[config.mk]
export PLATFORM = sky130hd
export DESIGN_NAME = fpu_trig_quadrant_fixup
export DESIGN_NICKNAME = d
export VERILOG_FILES = /design/src/rtl/fpu_trig_pkg.sv /design/src/rtl/fpu_ctx_fifo.sv /design/src/rtl/fpu_trig_quadrant_fixup.sv
export SDC_FILE = /design/constraint.sdc
export NUM_CORES = 1
export LEC_CHECK = 0
export BUFFER_PORTS_ARGS = -buffer_cell sky130_fd_sc_hd__buf_2
export CORE_AREA = 2 2 139 141
export DETAILED_ROUTE_END_ITERATION = 6
export DIE_AREA = 0 0 141 143
export GPL_TIMING_DRIVEN = 0
export PLACE_DENSITY = 0.87
export SKIP_LAST_GASP = 1
export SYNTH_ARGS = -nofsm -noshare
export SYNTH_HDL_FRONTEND = slang
export SYNTH_SLANG_ARGS = --single-unit
export TNS_END_PERCENT = 50
[constraint.sdc]
create_clock -name clk -period 4.05 [get_ports clk]
set_clock_uncertainty 0.2 [all_clocks]
set_input_delay 0.81 -clock clk [delete_from_list [all_inputs] [get_ports clk]]
set_output_delay 0.81 -clock clk [all_outputs]
set_load 0.01 [all_outputs]
[src/rtl/fpu_trig_pkg.sv]
// Shared types and constants for the FSIN/FCOS/FSINCOS quadrant fixup stage.
// Covers op codes, the reduction context record and 80-bit sign helpers.
package fpu_trig_pkg;

    typedef enum logic [1:0] {
        OP_FSIN     = 2'd0,
        OP_FCOS     = 2'd1,
        OP_FSINCOS  = 2'd2,
        OP_RESERVED = 2'd3
    } trig_op_t;

    localparam logic [79:0] FP80_INDEFINITE = 80'hFFFF_C000_0000_0000_0000;
    localparam logic [79:0] FP80_ZERO       = 80'h0;

    typedef struct packed {
        logic       error;
        trig_op_t   op;
        logic       sign;
        logic [1:0] quadrant;
    } trig_ctx_t;

    // Zero magnitude is always emitted as +0, whatever bit 79 says.
    function automatic logic [79:0] fp80_canon(input logic [79:0] v);
        if (v[78:0] == 79'h0) return FP80_ZERO;
        return v;
    endfunction

    function automatic logic [79:0] fp80_negate(input logic [79:0] v);
        if (v[78:0] == 79'h0) return FP80_ZERO;
        return {~v[79], v[78:0]};
    endfunction

endpackage

[src/rtl/fpu_ctx_fifo.sv]
// Parameterised synchronous FIFO with full/empty/count and a synchronous flush.
// DEPTH must be a power of two so the pointers wrap naturally.
module fpu_ctx_fifo #(
    parameter int DEPTH = 4,
    parameter int WIDTH = 8
) (
    input  logic                     clk,
    input  logic                     reset_n,
    input  logic                     flush,
    input  logic                     push,
    input  logic [WIDTH-1:0]         wdata,
    input  logic                     pop,
    output logic [WIDTH-1:0]         rdata,
    output logic                     full,
    output logic                     empty,
    output logic [$clog2(DEPTH):0]   count
);

    localparam int AW = $clog2(DEPTH);
    localparam int CW = AW + 1;

    logic [WIDTH-1:0] mem [DEPTH];
    logic [AW-1:0]    wr_ptr;
    logic [AW-1:0]    rd_ptr;
    logic             do_push;
    logic             do_pop;

    assign full    = (count == CW'(DEPTH));
    assign empty   = (count == CW'(0));
    assign do_push = push && !full && !flush;
    assign do_pop  = pop && !empty && !flush;
    assign rdata   = mem[rd_ptr];

    always_ff @(posedge clk or negedge reset_n) begin
        if (!reset_n) begin
            wr_ptr <= '0;
            rd_ptr <= '0;
            count  <= '0;
        end else if (flush) begin
            wr_ptr <= '0;
            rd_ptr <= '0;
            count  <= '0;
        end else begin
            if (do_push) wr_ptr <= wr_ptr + AW'(1);
            if (do_pop)  rd_ptr <= rd_ptr + AW'(1);
            case ({do_push, do_pop})
                2'b10:   count <= count + CW'(1);
                2'b01:   count <= count - CW'(1);
                default: count <= count;
            endcase
        end
    end

    // Storage needs no reset: entries are only read after being written.
    always_ff @(posedge clk) begin
        if (do_push) mem[wr_ptr] <= wdata;
    end

endmodule

[src/rtl/fpu_trig_quadrant_fixup.sv]
// Pairs queued range-reduction context with evaluator sin/cos results and applies quadrant/sign fixup.
// Optional FPU_FIXUP_FLUSH_EN adds a synchronous flush input.
module fpu_trig_quadrant_fixup
    import fpu_trig_pkg::*;
#(
    parameter int DEPTH = 4
) (
    input  logic        clk,
    input  logic        reset_n,
`ifdef FPU_FIXUP_FLUSH_EN
    input  logic        flush,
`endif
    input  logic        ctx_valid,
    output logic        ctx_ready,
    input  logic [1:0]  ctx_quadrant,
    input  logic        ctx_sign,
    input  logic [1:0]  ctx_op,
    input  logic        ctx_error,
    input  logic        res_valid,
    output logic        res_ready,
    input  logic [79:0] res_sin,
    input  logic [79:0] res_cos,
    input  logic        res_error,
    output logic        out_valid,
    input  logic        out_ready,
    output logic [79:0] out_primary,
    output logic [79:0] out_secondary,
    output logic        out_error
);

    logic flush_i;
`ifdef FPU_FIXUP_FLUSH_EN
    assign flush_i = flush;
`else
    assign flush_i = 1'b0;
`endif

    trig_ctx_t                 wctx;
    trig_ctx_t                 head;
    logic                      full;
    logic                      empty;
    logic [$clog2(DEPTH):0]    count;
    logic                      slot_free;
    logic                      head_err;
    logic                      retire_err;
    logic                      take_res;
    logic                      load;

    assign wctx.error    = ctx_error;
    assign wctx.op       = trig_op_t'(ctx_op);
    assign wctx.sign     = ctx_sign;
    assign wctx.quadrant = ctx_quadrant;

    // Every channel transfers on a cycle where valid && ready are both high; a producer
    // holds valid and data stable until it sees ready, and out_valid/data hold until out_ready.
    assign slot_free  = !out_valid || out_ready;
    assign head_err   = head.error || (head.op == OP_RESERVED);
    assign ctx_ready  = !full && !flush_i;
    assign retire_err = !empty && head_err && slot_free && !flush_i;
    assign res_ready  = !empty && !head_err && slot_free && !flush_i;
    assign take_res   = res_valid && res_ready;
    assign load       = retire_err || take_res;

    fpu_ctx_fifo #(
        .DEPTH (DEPTH),
        .WIDTH ($bits(trig_ctx_t))
    ) u_ctx_fifo (
        .clk     (clk),
        .reset_n (reset_n),
        .flush   (flush_i),
        .push    (ctx_valid),
        .wdata   (wctx),
        .pop     (load),
        .rdata   (head),
        .full    (full),
        .empty   (empty),
        .count   (count)
    );

    logic [79:0] sin_v;
    logic [79:0] cos_v;
    logic        sin_neg;
    logic        cos_neg;
    logic [79:0] sin_fix;
    logic [79:0] cos_fix;
    logic [79:0] nxt_primary;
    logic [79:0] nxt_secondary;
    logic        nxt_error;

    always_comb begin
        sin_v         = res_sin;
        cos_v         = res_cos;
        sin_neg       = 1'b0;
        cos_neg       = 1'b0;
        sin_fix       = FP80_ZERO;
        cos_fix       = FP80_ZERO;
        nxt_primary   = FP80_ZERO;
        nxt_secondary = FP80_ZERO;
        nxt_error     = 1'b0;

        case (head.quadrant)
            2'd0: begin sin_v = res_sin; cos_v = res_cos; end
            2'd1: begin sin_v = res_cos; cos_v = res_sin; cos_neg = 1'b1; end
            2'd2: begin sin_v = res_sin; cos_v = res_cos; sin_neg = 1'b1; cos_neg = 1'b1; end
            default: begin sin_v = res_cos; cos_v = res_sin; sin_neg = 1'b1; end
        endcase

        // sin is odd so the original operand sign flips it; cos is even.
        sin_neg = sin_neg ^ head.sign;
        sin_fix = sin_neg ? fp80_negate(sin_v) : fp80_canon(sin_v);
        cos_fix = cos_neg ? fp80_negate(cos_v) : fp80_canon(cos_v);

        if (head_err || res_error) begin
            nxt_primary   = FP80_INDEFINITE;
            nxt_secondary = FP80_INDEFINITE;
            nxt_error     = 1'b1;
        end else begin
            case (head.op)
                OP_FSIN:    nxt_primary = sin_fix;
                OP_FCOS:    nxt_primary = cos_fix;
                OP_FSINCOS: begin
                    nxt_primary   = sin_fix;
                    nxt_secondary = cos_fix;
                end
                default: begin
                    nxt_primary   = FP80_INDEFINITE;
                    nxt_secondary = FP80_INDEFINITE;
                    nxt_error     = 1'b1;
                end
            endcase
        end
    end

    always_ff @(posedge clk or negedge reset_n) begin
        if (!reset_n) begin
            out_valid     <= 1'b0;
            out_primary   <= FP80_ZERO;
            out_secondary <= FP80_ZERO;
            out_error     <= 1'b0;
        end else if (flush_i) begin
            out_valid <= 1'b0;
            out_error <= 1'b0;
        end else if (load) begin
            out_valid     <= 1'b1;
            out_primary   <= nxt_primary;
            out_secondary <= nxt_secondary;
            out_error     <= nxt_error;
        end else if (out_ready) begin
            out_valid <= 1'b0;
        end
    end

endmodule

# ---- After elaboration in Yosys (flattened, before gate mapping)
# Memory sizes are Yosys's and may differ from the RTL's.
# Cells that the tools add are included.
dict set report word_totals {
  reg_bits 169
  ram_bits 24
  out_inout_bits 164
  elab_cells 76
  memories 1
}
dict set report classes {
  n_addsub 4
  eq_ne 8
  mux 25
  bitwise 3
  reduce_logical 28
}
# memory depth width rd rd_ports_with_merged_regs wr line
set memory_table {}
lappend memory_table {u_ctx_fifo.mem 4 6 1 0 1 fpu_ctx_fifo.sv:22} ;# logic [WIDTH-1:0] mem [DEPTH];
# operator count
set ops {}
lappend ops {{two-way mux 80 bit} 12}
lappend ops {{case mux 80 bit (2 select lines)} 2}
lappend ops {{zero test 79 bit} 2}
lappend ops {{two-way mux 1 bit} 10}
lappend ops {{OR reduction 2 bit} 5}
lappend ops {{equality test 2 bit, second input constant} 4}
lappend ops {{logical AND 1 bit} 7}
lappend ops {{equality test 2 x 1 -> 1 bit, second input constant} 3}
lappend ops {{case mux 3 bit (2 select lines)} 1}
lappend ops {{adder 2 x 1 -> 2 bit, second input constant} 2}
lappend ops {{zero test 1 bit} 4}
lappend ops {{zero test 2 bit} 2}
lappend ops {{logical OR 1 bit} 4}
lappend ops {{nonzero test 2 bit} 2}
lappend ops {{adder 3 x 1 -> 3 bit, second input constant} 1}
lappend ops {{equality test 3 bit, second input constant} 1}
lappend ops {{zero test 3 bit} 1}
lappend ops {{OR reduction 3 bit} 1}
lappend ops {{subtractor 3 x 1 -> 3 bit, second input constant} 1}
lappend ops {{inverter 1 bit} 2}
lappend ops {{XOR 1 bit} 1}

# ---- Logic depth before layout (Yosys ltp)
# Gate-level depths: netlist of the first run.
# An unclocked memory read counts as a cell.
dict set report depth {
  word_depth 11
  mapped_depth 13
  ltp_nobuf 10
}

# ---- Cells and area by module
# A second synthesis of the first run with hierarchy kept.
dict set report hier_totals {
  cells_unflattened 977
  area_unflattened_um2 10287.4
}
# mod n_inst cells_each area_per_inst_um2 seq_area_each_um2
set modules_own_cells {}
lappend modules_own_cells {fpu_trig_quadrant_fixup 1 879 8862.2 4053.9}
lappend modules_own_cells {fpu_ctx_fifo 1 98 1425.1 895.9}

# ---- Worst setup path after synthesis of the first run
# No wires, ideal clock.
dict set report synth_timing {
  path_type {input to register}
  startpoint {in out_ready}
  endpoint {reg u_ctx_fifo.count[2]}
  setup_ps 79
  arrival_time_ps 2753
  required_ps 3771
  path_slack_ps 1018
  path_stages 12
  n_path_buf 2
  cell_sequence {nand2b_1 > o31a_1 > o21ai_4 > inv_2 > buf_2 > buf_1 > ha_1 > inv_1 > fa_1 > xor2_1 > nor2_1 > xor2_1}
}
dict set report synth_between {
  elab_chain_cells 7
  word_cells_on_any_way 10
  cone_classes {2 x eq/ne; 1 x mux; 7 x reduce/logical}
}
# item line
set synth_lines {}
lappend synth_lines {{from (decl)} fpu_trig_quadrant_fixup.sv:25} ;# input logic out_ready,
lappend synth_lines {{logical OR 1 bit (*)} fpu_trig_quadrant_fixup.sv:56} ;# assign slot_free = !out_valid || out_ready;
lappend synth_lines {{logical AND 1 bit} fpu_trig_quadrant_fixup.sv:60} ;# assign res_ready = !empty && !head_err && slot_free && !flush_i;
lappend synth_lines {{logical AND 1 bit} fpu_trig_quadrant_fixup.sv:61} ;# assign take_res = res_valid && res_ready;
lappend synth_lines {{logical OR 1 bit (*)} fpu_trig_quadrant_fixup.sv:62} ;# assign load = retire_err || take_res;
lappend synth_lines {{logical AND 1 bit (*)} fpu_ctx_fifo.sv:31} ;# assign do_pop = pop && !empty && !flush;
lappend synth_lines {{named net u_ctx_fifo.do_pop} fpu_ctx_fifo.sv:26} ;# logic do_pop;
lappend synth_lines {{equality test 2 x 1 -> 1 bit or equality test 2 bit (tied branches)} fpu_ctx_fifo.sv:46} ;# case ({do_push, do_pop})
lappend synth_lines {{case mux 3 bit (2 select lines) or nonzero test 2 bit (tied branches)} n/a}
lappend synth_lines {{to (signal assigned)} fpu_ctx_fifo.sv:47} ;# 2'b10: count <= count + CW'(1);
lappend synth_lines {{to (signal assigned)} fpu_ctx_fifo.sv:48} ;# 2'b01: count <= count - CW'(1);
lappend synth_lines {{to (signal assigned)} fpu_ctx_fifo.sv:49} ;# default: count <= count;
lappend synth_lines {{to (decl)} fpu_ctx_fifo.sv:16} ;# output logic [$clog2(DEPTH):0] count
# Mark *: on every way through the listed nets, which the timed path passes. The rest lies on a longest branch.
# A chain may end at the register's enable or synchronous reset.

# ---- Worst setup path after layout of the first run
dict set report layout_timing {
  startpoint {reg u_ctx_fifo.rd_ptr[0]}
  endpoint {reg u_ctx_fifo.count[2]}
}
dict set report layout_between {
  elab_chain_cells 11
  word_cells_on_any_way 15
  cone_classes {3 x eq/ne; 1 x mux; 10 x reduce/logical; 1 x memory}
}
# item line
set layout_lines {}
lappend layout_lines {{from (decl)} fpu_ctx_fifo.sv:24} ;# logic [AW-1:0] rd_ptr;
lappend layout_lines {{from (signal assigned)} fpu_ctx_fifo.sv:45} ;# if (do_pop) rd_ptr <= rd_ptr + AW'(1);
lappend layout_lines {{memory read (4 x 6 bit) (*)} n/a}
lappend layout_lines {{equality test 2 bit} fpu_trig_quadrant_fixup.sv:57} ;# assign head_err = head.error || (head.op == OP_RESERVED);
lappend layout_lines {{logical OR 1 bit (*)} fpu_trig_quadrant_fixup.sv:57}
lappend layout_lines {{zero test 1 bit} fpu_trig_quadrant_fixup.sv:60}
lappend layout_lines {{logical AND 1 bit (2 in a row)} fpu_trig_quadrant_fixup.sv:60}
lappend layout_lines {{logical AND 1 bit} fpu_trig_quadrant_fixup.sv:61}
lappend layout_lines {{logical OR 1 bit (*)} fpu_trig_quadrant_fixup.sv:62}
lappend layout_lines {{logical AND 1 bit (*)} fpu_ctx_fifo.sv:31}
lappend layout_lines {{named net u_ctx_fifo.do_pop} fpu_ctx_fifo.sv:26}
lappend layout_lines {{equality test 2 x 1 -> 1 bit or equality test 2 bit (tied branches)} fpu_ctx_fifo.sv:46}
lappend layout_lines {{case mux 3 bit (2 select lines) or nonzero test 2 bit (tied branches)} n/a}
# Marks and branches as above.

==> results of run 1 <==
how the worst max path moves through the flow:
stage | cells after the start | from | to | slack, ps
2_1_floorplan | 12 | out_ready | u_ctx_fifo.count[2]$_DFFE_PN0P_ | 1020
3_3_place_gp | 1 | reset_n | out_secondary[35]$_DFFE_PN0P_ | -680
3_5_place_dp | 13 | out_ready | u_ctx_fifo.count[2]$_DFFE_PN0P_ | 450
4_1_cts | 13 | u_ctx_fifo.rd_ptr[0]$_DFFE_PN0P_ | u_ctx_fifo.count[2]$_DFFE_PN0P_ | 480
5_1_grt | 13 | u_ctx_fifo.rd_ptr[0]$_DFFE_PN0P_ | u_ctx_fifo.count[2]$_DFFE_PN0P_ | 300
6_report | 13 | u_ctx_fifo.rd_ptr[0]$_DFFE_PN0P_ | u_ctx_fifo.count[2]$_DFFE_PN0P_ | 490
cell type report:
type,count,area [um2],share of cell area [%]
sequential,193,4950,42.0
multi-input combinational,604,3830,32.5
timing repair buffer,336,1710,14.6
clock buffer,20,447,3.79
buffer,65,323,2.74
tap,234,293,2.49
clock inverter,12,179,1.52
inverter,9,33.8,0.287
antenna,3,7.51,0.0637
routing by layer:
metal / up-vias / share of wire, %
li1: 3927 / -
met1: 4395 / 38
met2: 529 / 50
met3: 99 / 8.5
met4: 0 / 3.9
met5: - / 0
report_power, final:
| group | switching (uW) | total [uW] | leakage, uW | internal (uW) |
|---|---|---|---|---|
| clock network | 775 | 1830 | 0.000305 | 1060 |
| logic | 2850 | 4490 | 0.00294 | 1640 |
| registers | 290 | 2780 | 0.00237 | 2490 |
| total | 3910 | 9100 | 0.00562 | 5180 |
registers in the layout (all words and copies together), names as in the netlist:
register	flops
out_primary	80
out_valid	1
u_ctx_fifo.wr_ptr	2
out_error	1
u_ctx_fifo.count	3
out_secondary	80
u_ctx_fifo.rd_ptr	2
u_ctx_fifo.mem	24
synth_stat cells (2+ instances only):
| cell type | instances | area share (%) |
|---|---|---|
| dfrtp_1 | 169 | 46 |
| nand2_1 | 131 | 5.4 |
| mux2i_1 | 82 | 9.0 |
| o21ai_0 | 65 | 3.6 |
| a22oi_1 | 62 | 5.1 |
| o21ai_1 | 61 | 3.3 |
| nor4_1 | 39 | 2.7 |
| nor2_1 | 28 | 1.2 |
| clkbuf_1 | 27 | 1.1 |
| edfxtp_1 | 24 | 7.9 |
| buf_2 | 20 | 1.1 |
| a21oi_1 | 19 | 1.0 |
| o21a_1 | 18 | 1.5 |
| o211ai_1 | 17 | 1.4 |
| o22ai_1 | 17 | 1.2 |
| buf_1 | 10 | 0.41 |
| inv_1 | 8 | 0.33 |
| nand4_1 | 8 | 0.55 |
| buf_6 | 7 | 0.86 |
| ha_1 | 7 | 0.96 |
| xnor2_1 | 6 | 0.58 |
| mux4_2 | 5 | 1.2 |
| and3_1 | 4 | 0.27 |
| nand2b_1 | 4 | 0.27 |
| nor3_1 | 3 | 0.16 |
| xor2_1 | 3 | 0.29 |
| a21o_1 | 2 | 0.16 |
| and4_1 | 2 | 0.19 |
| nand3_1 | 2 | 0.11 |
| nand3b_1 | 2 | 0.16 |
kinds of logic (layout without fill, tap and decap cells):
family          after synthesis  after routing
buf+inv                      74            442
other cells                   0              3
compound gates              272            272
simple gates                227            227
xor+xnor                      9              9
mux                          88             88
flops                       193            193
fa+ha+maj                     8              8
worst reg2reg max path: stages, from the launching register on:
cell and delay [ps]:
dfrtp_1 340, buf_6 170, mux4_2 630, a21o_1 280
o21ai_4 380, inv_2 80, buf_2 200, buf_1 280
ha_1 310, inv_1 80, fa_1 180, xor2_1 150
nor2_1 60, xor2_1 140
through the flow:
stage / instance area, um2 / total power [uW]
2_1_floorplan: 9140 / 5630
3_3_place_gp: 11100 / 7090
6_report: 11800 / 9100
5_1_grt: 11800 / 9590
4_1_cts: 11800 / 9040
3_5_place_dp: 11100 / 7220
==> key figures, run 1 <==
Synth
  – Post-Synth Simple-Gate Area: between 10 and 15%
  – Synth Instances: between 800 and 900
  – Avg Inst Size Synth: 10.5 um2
  – Post-synth ARST share: 87.6%
  – Synth Net Count: 1,051
  – Xor-xnor portion of the synthesized cell area: less than 1%
  – Number of synthesized flops with an enable pin: 24
  – Dominant synthesized flop cell: dfrtp_1
  – Synthesis-stage register bit count: around 190
  – Synthesized area: about 0.009 mm2
  – Ys Warns: 0
  – Mux cell area share after synthesis: slightly above 10%
  – Largest family of logic cells by synthesized area: compound AO/OA/AOI/OAI gates
  – Compound-Gate Fraction of Synth Area: a little under a fifth
  – Synth Area in Adders: under 10%
  – Sequential share of the synthesized area: between 50% and 60%
  – Synth unique cells: between 40 and 50

Placed design
  – HPWL after detailed placement: between 20,000 and 30,000 um
  – I/O Buffers: 335
  – Dpl ws: between 400 and 500 ps
  – RePlAce Congestion: about 0.94
  – Placed Instances: approximately 1,400

Clock network
  – Sink Count: between 150 and 200
  – Setup bufs post-CTS: 0
  – Root buffer cell: clkbuf_16
  – Worst-path clk slew: 70 ps
  – Resized Gates After CTS: 0
  – CTS Hold Bufs: 0
  – Cts bufs inserted: 17
  – H-Tree Level Count: 4
  – CTS max path bufs: 2
  – CTS tree: done
  – Clk_lat worst skew: roughly 440 ps

Worst setup path
  – Crit-path most repeated cell: xor2_1
  – Crit-path leading delay family: buffers and inverters
  – CP Max Fanout: 10
  – Worst r2r src: u_ctx_fifo.rd_ptr[0]$_DFFE_PN0P_
  – Critical path capture point type: register
  – Max incr delay on CP: approximately 620 ps
  – CP max stage cell: mux4_2
  – WS Path Type: reg -> reg
  – CP startpoint kind: register
  – WP data required: 4180 ps
  – WP buf/inv: 5
  – WP data arrival: around 3700 ps
  – Critical path, cell by cell: buf_6 > mux4_2 > a21o_1 > o21ai_4 > inv_2 > buf_2 > buf_1 > ha_1 > inv_1 > fa_1 > xor2_1 > nor2_1 > xor2_1
  – Crit Reg-Reg Endpoint: u_ctx_fifo.count[2]$_DFFE_PN0P_
  – R2r setup slk: around 490 ps
  – FF-to-FF path depth: 13

Detailed routing
  – Final wirelength: 33,400 um
  – DR vias: ~9,000
  – DRT iter0 DRCs: about 810
  – Residual DRC: 0
  – Post-route ant nets: 0
  – 1st-pass router iterations: 5
  – Drt via density: between 6 and 7
  – DR WL/cell: 22.6 um

STA
  – Final hold violation count: 0
  – Final WS setup: about 490 ps
  – Final hold slack: between 150 and 200 ps
  – Pins Over Slew Limit: 0
  – Final worst-path cycle share: ~88%
  – Final Setup Violations: 0
  – Max Freq: between 0.2 and 0.3 GHz
  – Fin Setup TNS: 0 ps
  – Final Critical Period: 3560 ps
  – Setup repair after global routing missed its margin: no
  – Worst slew margin: between 30% and 40%
  – Worst slew pin tran: 991 ps

Global routing
  – Total GRT Usage: 32.6%
  – Met3 Resource Use GR: 6.87%
  – Total grt overflow: 0
  – First-pass GRT wire length: between 40,000 and 50,000 um
  – Vias in the first global route: 8,843
  – GR Layer Usage met1: between 40 and 50%
  – Met2 Usage GRT: between 50% and 60%
  – Largest net degree at the start of global routing: between 80 and 90
  – Initial antenna violation count: 2
  – Top Usage Layer GRT: met2

Run
  – Max cap viols: 0

Layout
  – Synth-to-layout area growth: 28.9%
  – # fillers: approximately 1,500
  – Most common cell after layout, fill and taps aside: buf_2
  – Non-filler instance count after layout: about 1,500
  – Layout Nets: around 1,400
  – Post-Route Utilization: 63.4%
  – Layout cells sized above 1: ~33%
  – Commonest non-fill, non-tap cells in the layout: 354 x buf_2, 169 x dfrtp_1, 131 x nand2_1

Floorplanning
  – Top Ports: approximately 340
  – Vert. Die Dim: approximately 140 um
  – Die width: approximately 140 um
  – Core outline area: roughly 0.019 mm2
  – Initial Util: 49.2%
  – Die area: around 0.020 mm2
  – FP Rows: 50

Pwr
  – VDD IR max: between 0.0004 and 0.0005 V
  – Pwr/cell area: roughly 770 mW/mm2
  – Leakage: around 0.0056 uW

Run status
  – Outcome: finished, final reports clean

Hold path
  – Worst hold path type: in -> async
No activity file was read; power rests on OpenSTA's default activity.
==> run 2: changes to the inputs <==
- PLACE_DENSITY: 0.87 -> 0.84
==> run 2 against run 1 <==
Compared with the run above: combinational power about the same; final area down 0.47%; sequential power about the same; register-to-register slack worse by 50 ps; critical path depth unchanged; count of clock-buffer cells in the layout down 2; hold slack worse by 31 ps; clock power down 8%; setup slack worse by 51 ps; critical path type unchanged; critical endpoint unchanged; largest cell class unchanged.
==> key figures, run 2 (same netlist as run 1, synthesis figures left out) <==
Run status
  – Outcome: finished, final reports clean

Layout
  – Layout Nets: between 1,000 and 1,500
  – Synth-to-layout area growth: 28.3%
  – Commonest non-fill, non-tap cells in the layout: 354 x buf_2, 169 x dfrtp_1, 131 x nand2_1
  – # fillers: 1,503
  – Most common cell after layout, fill and taps aside: buf_2
  – Post-route cell area: 0.0117 mm2
  – Regs by FF count: out_primary (80), out_secondary (80), u_ctx_fifo.mem (24)
  – Register Area: a little under 0.005 mm2
  – Footprint of the multi-input gates: 0.00383 mm2
  – Layout cells sized above 1: around 33%

STA
  – Fin Setup TNS: 0 ps
  – Final hold violation count: 0
  – Worst slew pin tran: 968 ps
  – Max Freq: ~0.28 GHz
  – Final Critical Period: around 3600 ps
  – Final worst-path cycle share: 89.1%
  – Pins Over Slew Limit: 0
  – Final Setup Violations: 0
  – Setup repair after global routing missed its margin: no
  – Worst slew margin: a little over a third

Pwr
  – VDD IR max: around 0.00045 V
  – Pwr/cell area: roughly 760 mW/mm2
  – Leakage: approximately 0.0056 uW

Clock network
  – Setup bufs post-CTS: 0
  – CTS max path bufs: 2
  – CTS tree: done
  – Worst-path clk slew: roughly 80 ps
  – Root buffer cell: clkbuf_16
  – Resized Gates After CTS: 0
  – CTS Hold Bufs: 0
  – H-Tree Level Count: 4
  – Cts bufs inserted: 17
  – Sink Count: roughly 190
  – Clk_lat worst skew: around 450 ps

Worst setup path
  – WP buf/inv: 5
  – CP Max Fanout: 10
  – WP data arrival: 3740 ps
  – Crit-path leading delay family: buffers and inverters
  – WP data required: around 4200 ps
  – Worst r2r src: u_ctx_fifo.rd_ptr[0]$_DFFE_PN0P_
  – Critical path capture point type: register
  – Critical path, cell by cell: buf_6 > mux4_2 > a21o_1 > o21ai_4 > inv_2 > buf_2 > buf_1 > ha_1 > inv_1 > fa_1 > xor2_1 > nor2_1 > xor2_1
  – Crit path depth: 13
  – Max incr delay on CP: roughly 620 ps
  – R2r setup slk: 440 ps
  – Crit-path most repeated cell: xor2_1
  – FF-to-FF path depth: 13
  – WS Path Type: reg -> reg
  – CP startpoint kind: register
  – Crit Reg-Reg Endpoint: u_ctx_fifo.count[2]$_DFFE_PN0P_
  – CP max stage cell: mux4_2

Detailed routing
  – Final wirelength: 32,400 um
  – 1st-pass router iterations: 5
  – DR WL/cell: 22.0 um
  – Post-route ant nets: 0
  – DRT iter0 DRCs: about 710
  – Drt via density: roughly 5.9
  – DR vias: ~8,800
  – Residual DRC: 0

Global routing
  – Largest net degree at the start of global routing: 90
  – Vias in the first global route: between 8,000 and 9,000
  – Total grt overflow: 0
  – Total GRT Usage: 31.6%
  – Initial antenna violation count: 4
  – First-pass GRT wire length: 48,400 um

Floorplanning
  – Die area: about 0.02 mm2
  – Core outline area: around 0.019 mm2
  – Initial Util: 49.2%
  – Vert. Die Dim: roughly 140 um
  – Top Ports: between 300 and 400
  – Die width: ~140 um
  – FP Rows: 50

Placed design
  – RePlAce Congestion: between 0.9 and 1
  – I/O Buffers: 335
  – Dpl cell area: between 0.01 and 0.015 mm2
  – HPWL after detailed placement: roughly 25,000 um

Run
  – Max cap viols: 0

Hold path
  – Worst hold path type: in -> async
[run 2: worst max path at each step]
| stage | slack [ps] | startpoint | endpoint |
|---|---|---|---|
| floorplan | 1020 | out_ready | u_ctx_fifo.count[2]$_DFFE_PN0P_ |
| global placement | -720 | reset_n | out_secondary[40]$_DFFE_PN0P_ |
| detailed placement | 440 | u_ctx_fifo.rd_ptr[0]$_DFFE_PN0P_ | u_ctx_fifo.count[2]$_DFFE_PN0P_ |
| CTS | 430 | u_ctx_fifo.rd_ptr[0]$_DFFE_PN0P_ | u_ctx_fifo.count[2]$_DFFE_PN0P_ |
| global route | 190 | u_ctx_fifo.rd_ptr[0]$_DFFE_PN0P_ | u_ctx_fifo.count[2]$_DFFE_PN0P_ |
| finish | 440 | u_ctx_fifo.rd_ptr[0]$_DFFE_PN0P_ | u_ctx_fifo.count[2]$_DFFE_PN0P_ |
[run 2: layout make-up]
cell class	instances	share of cell area, %
Clock buffer	18	3.66
Buffer	65	2.75
Multi-Input combinational cell	604	32.7
Inverter	9	0.288
Clock inverter	14	1.23
Antenna cell	2	0.0427
Timing Repair Buffer	336	14.6
Tap cell	234	2.50
Sequential cell	193	42.2
[run 2: worst reg2reg max path, stage by stage (launching register included)]
cell and delay, ps:
dfrtp_1 350, buf_6 170, mux4_2 620, a21o_1 270
o21ai_4 410, inv_2 80, buf_2 200, buf_1 280
ha_1 310, inv_1 70, fa_1 180, xor2_1 160
nor2_1 70, xor2_1 140
[run 2: stage by stage]
stage / cells / hold WS (ps) / power, uW / util (%) / setup WS [ps]
3_5_place_dp: 1441 / 265 / 7220 / 60.0 / 436
4_1_cts: 1473 / 166 / 8900 / 63.1 / 429
2_1_floorplan: 871 / 300 / 5630 / - / 1020
6_report: 1475 / 131 / 8940 / 63.1 / 442
5_1_grt: 1474 / 181 / 9460 / 63.1 / 194
3_3_place_gp: 1440 / 257 / 7110 / 59.8 / -717
[run 2: report_power, final]
part / total (uW) / switching [uW] / internal (uW) / leakage, uW
Clock: 1680 / 809 / 870 / 0.000283
Combinational: 4490 / 2850 / 1640 / 0.00294
Sequential: 2760 / 280 / 2480 / 0.00237
[run 2: layer usage]
metal	share of wire, %	GRT usage [%]
met3	8.4	7.44
met2	50	54.2
met1	38	39.0
met5	0.13	0
met4	3.3	11.9
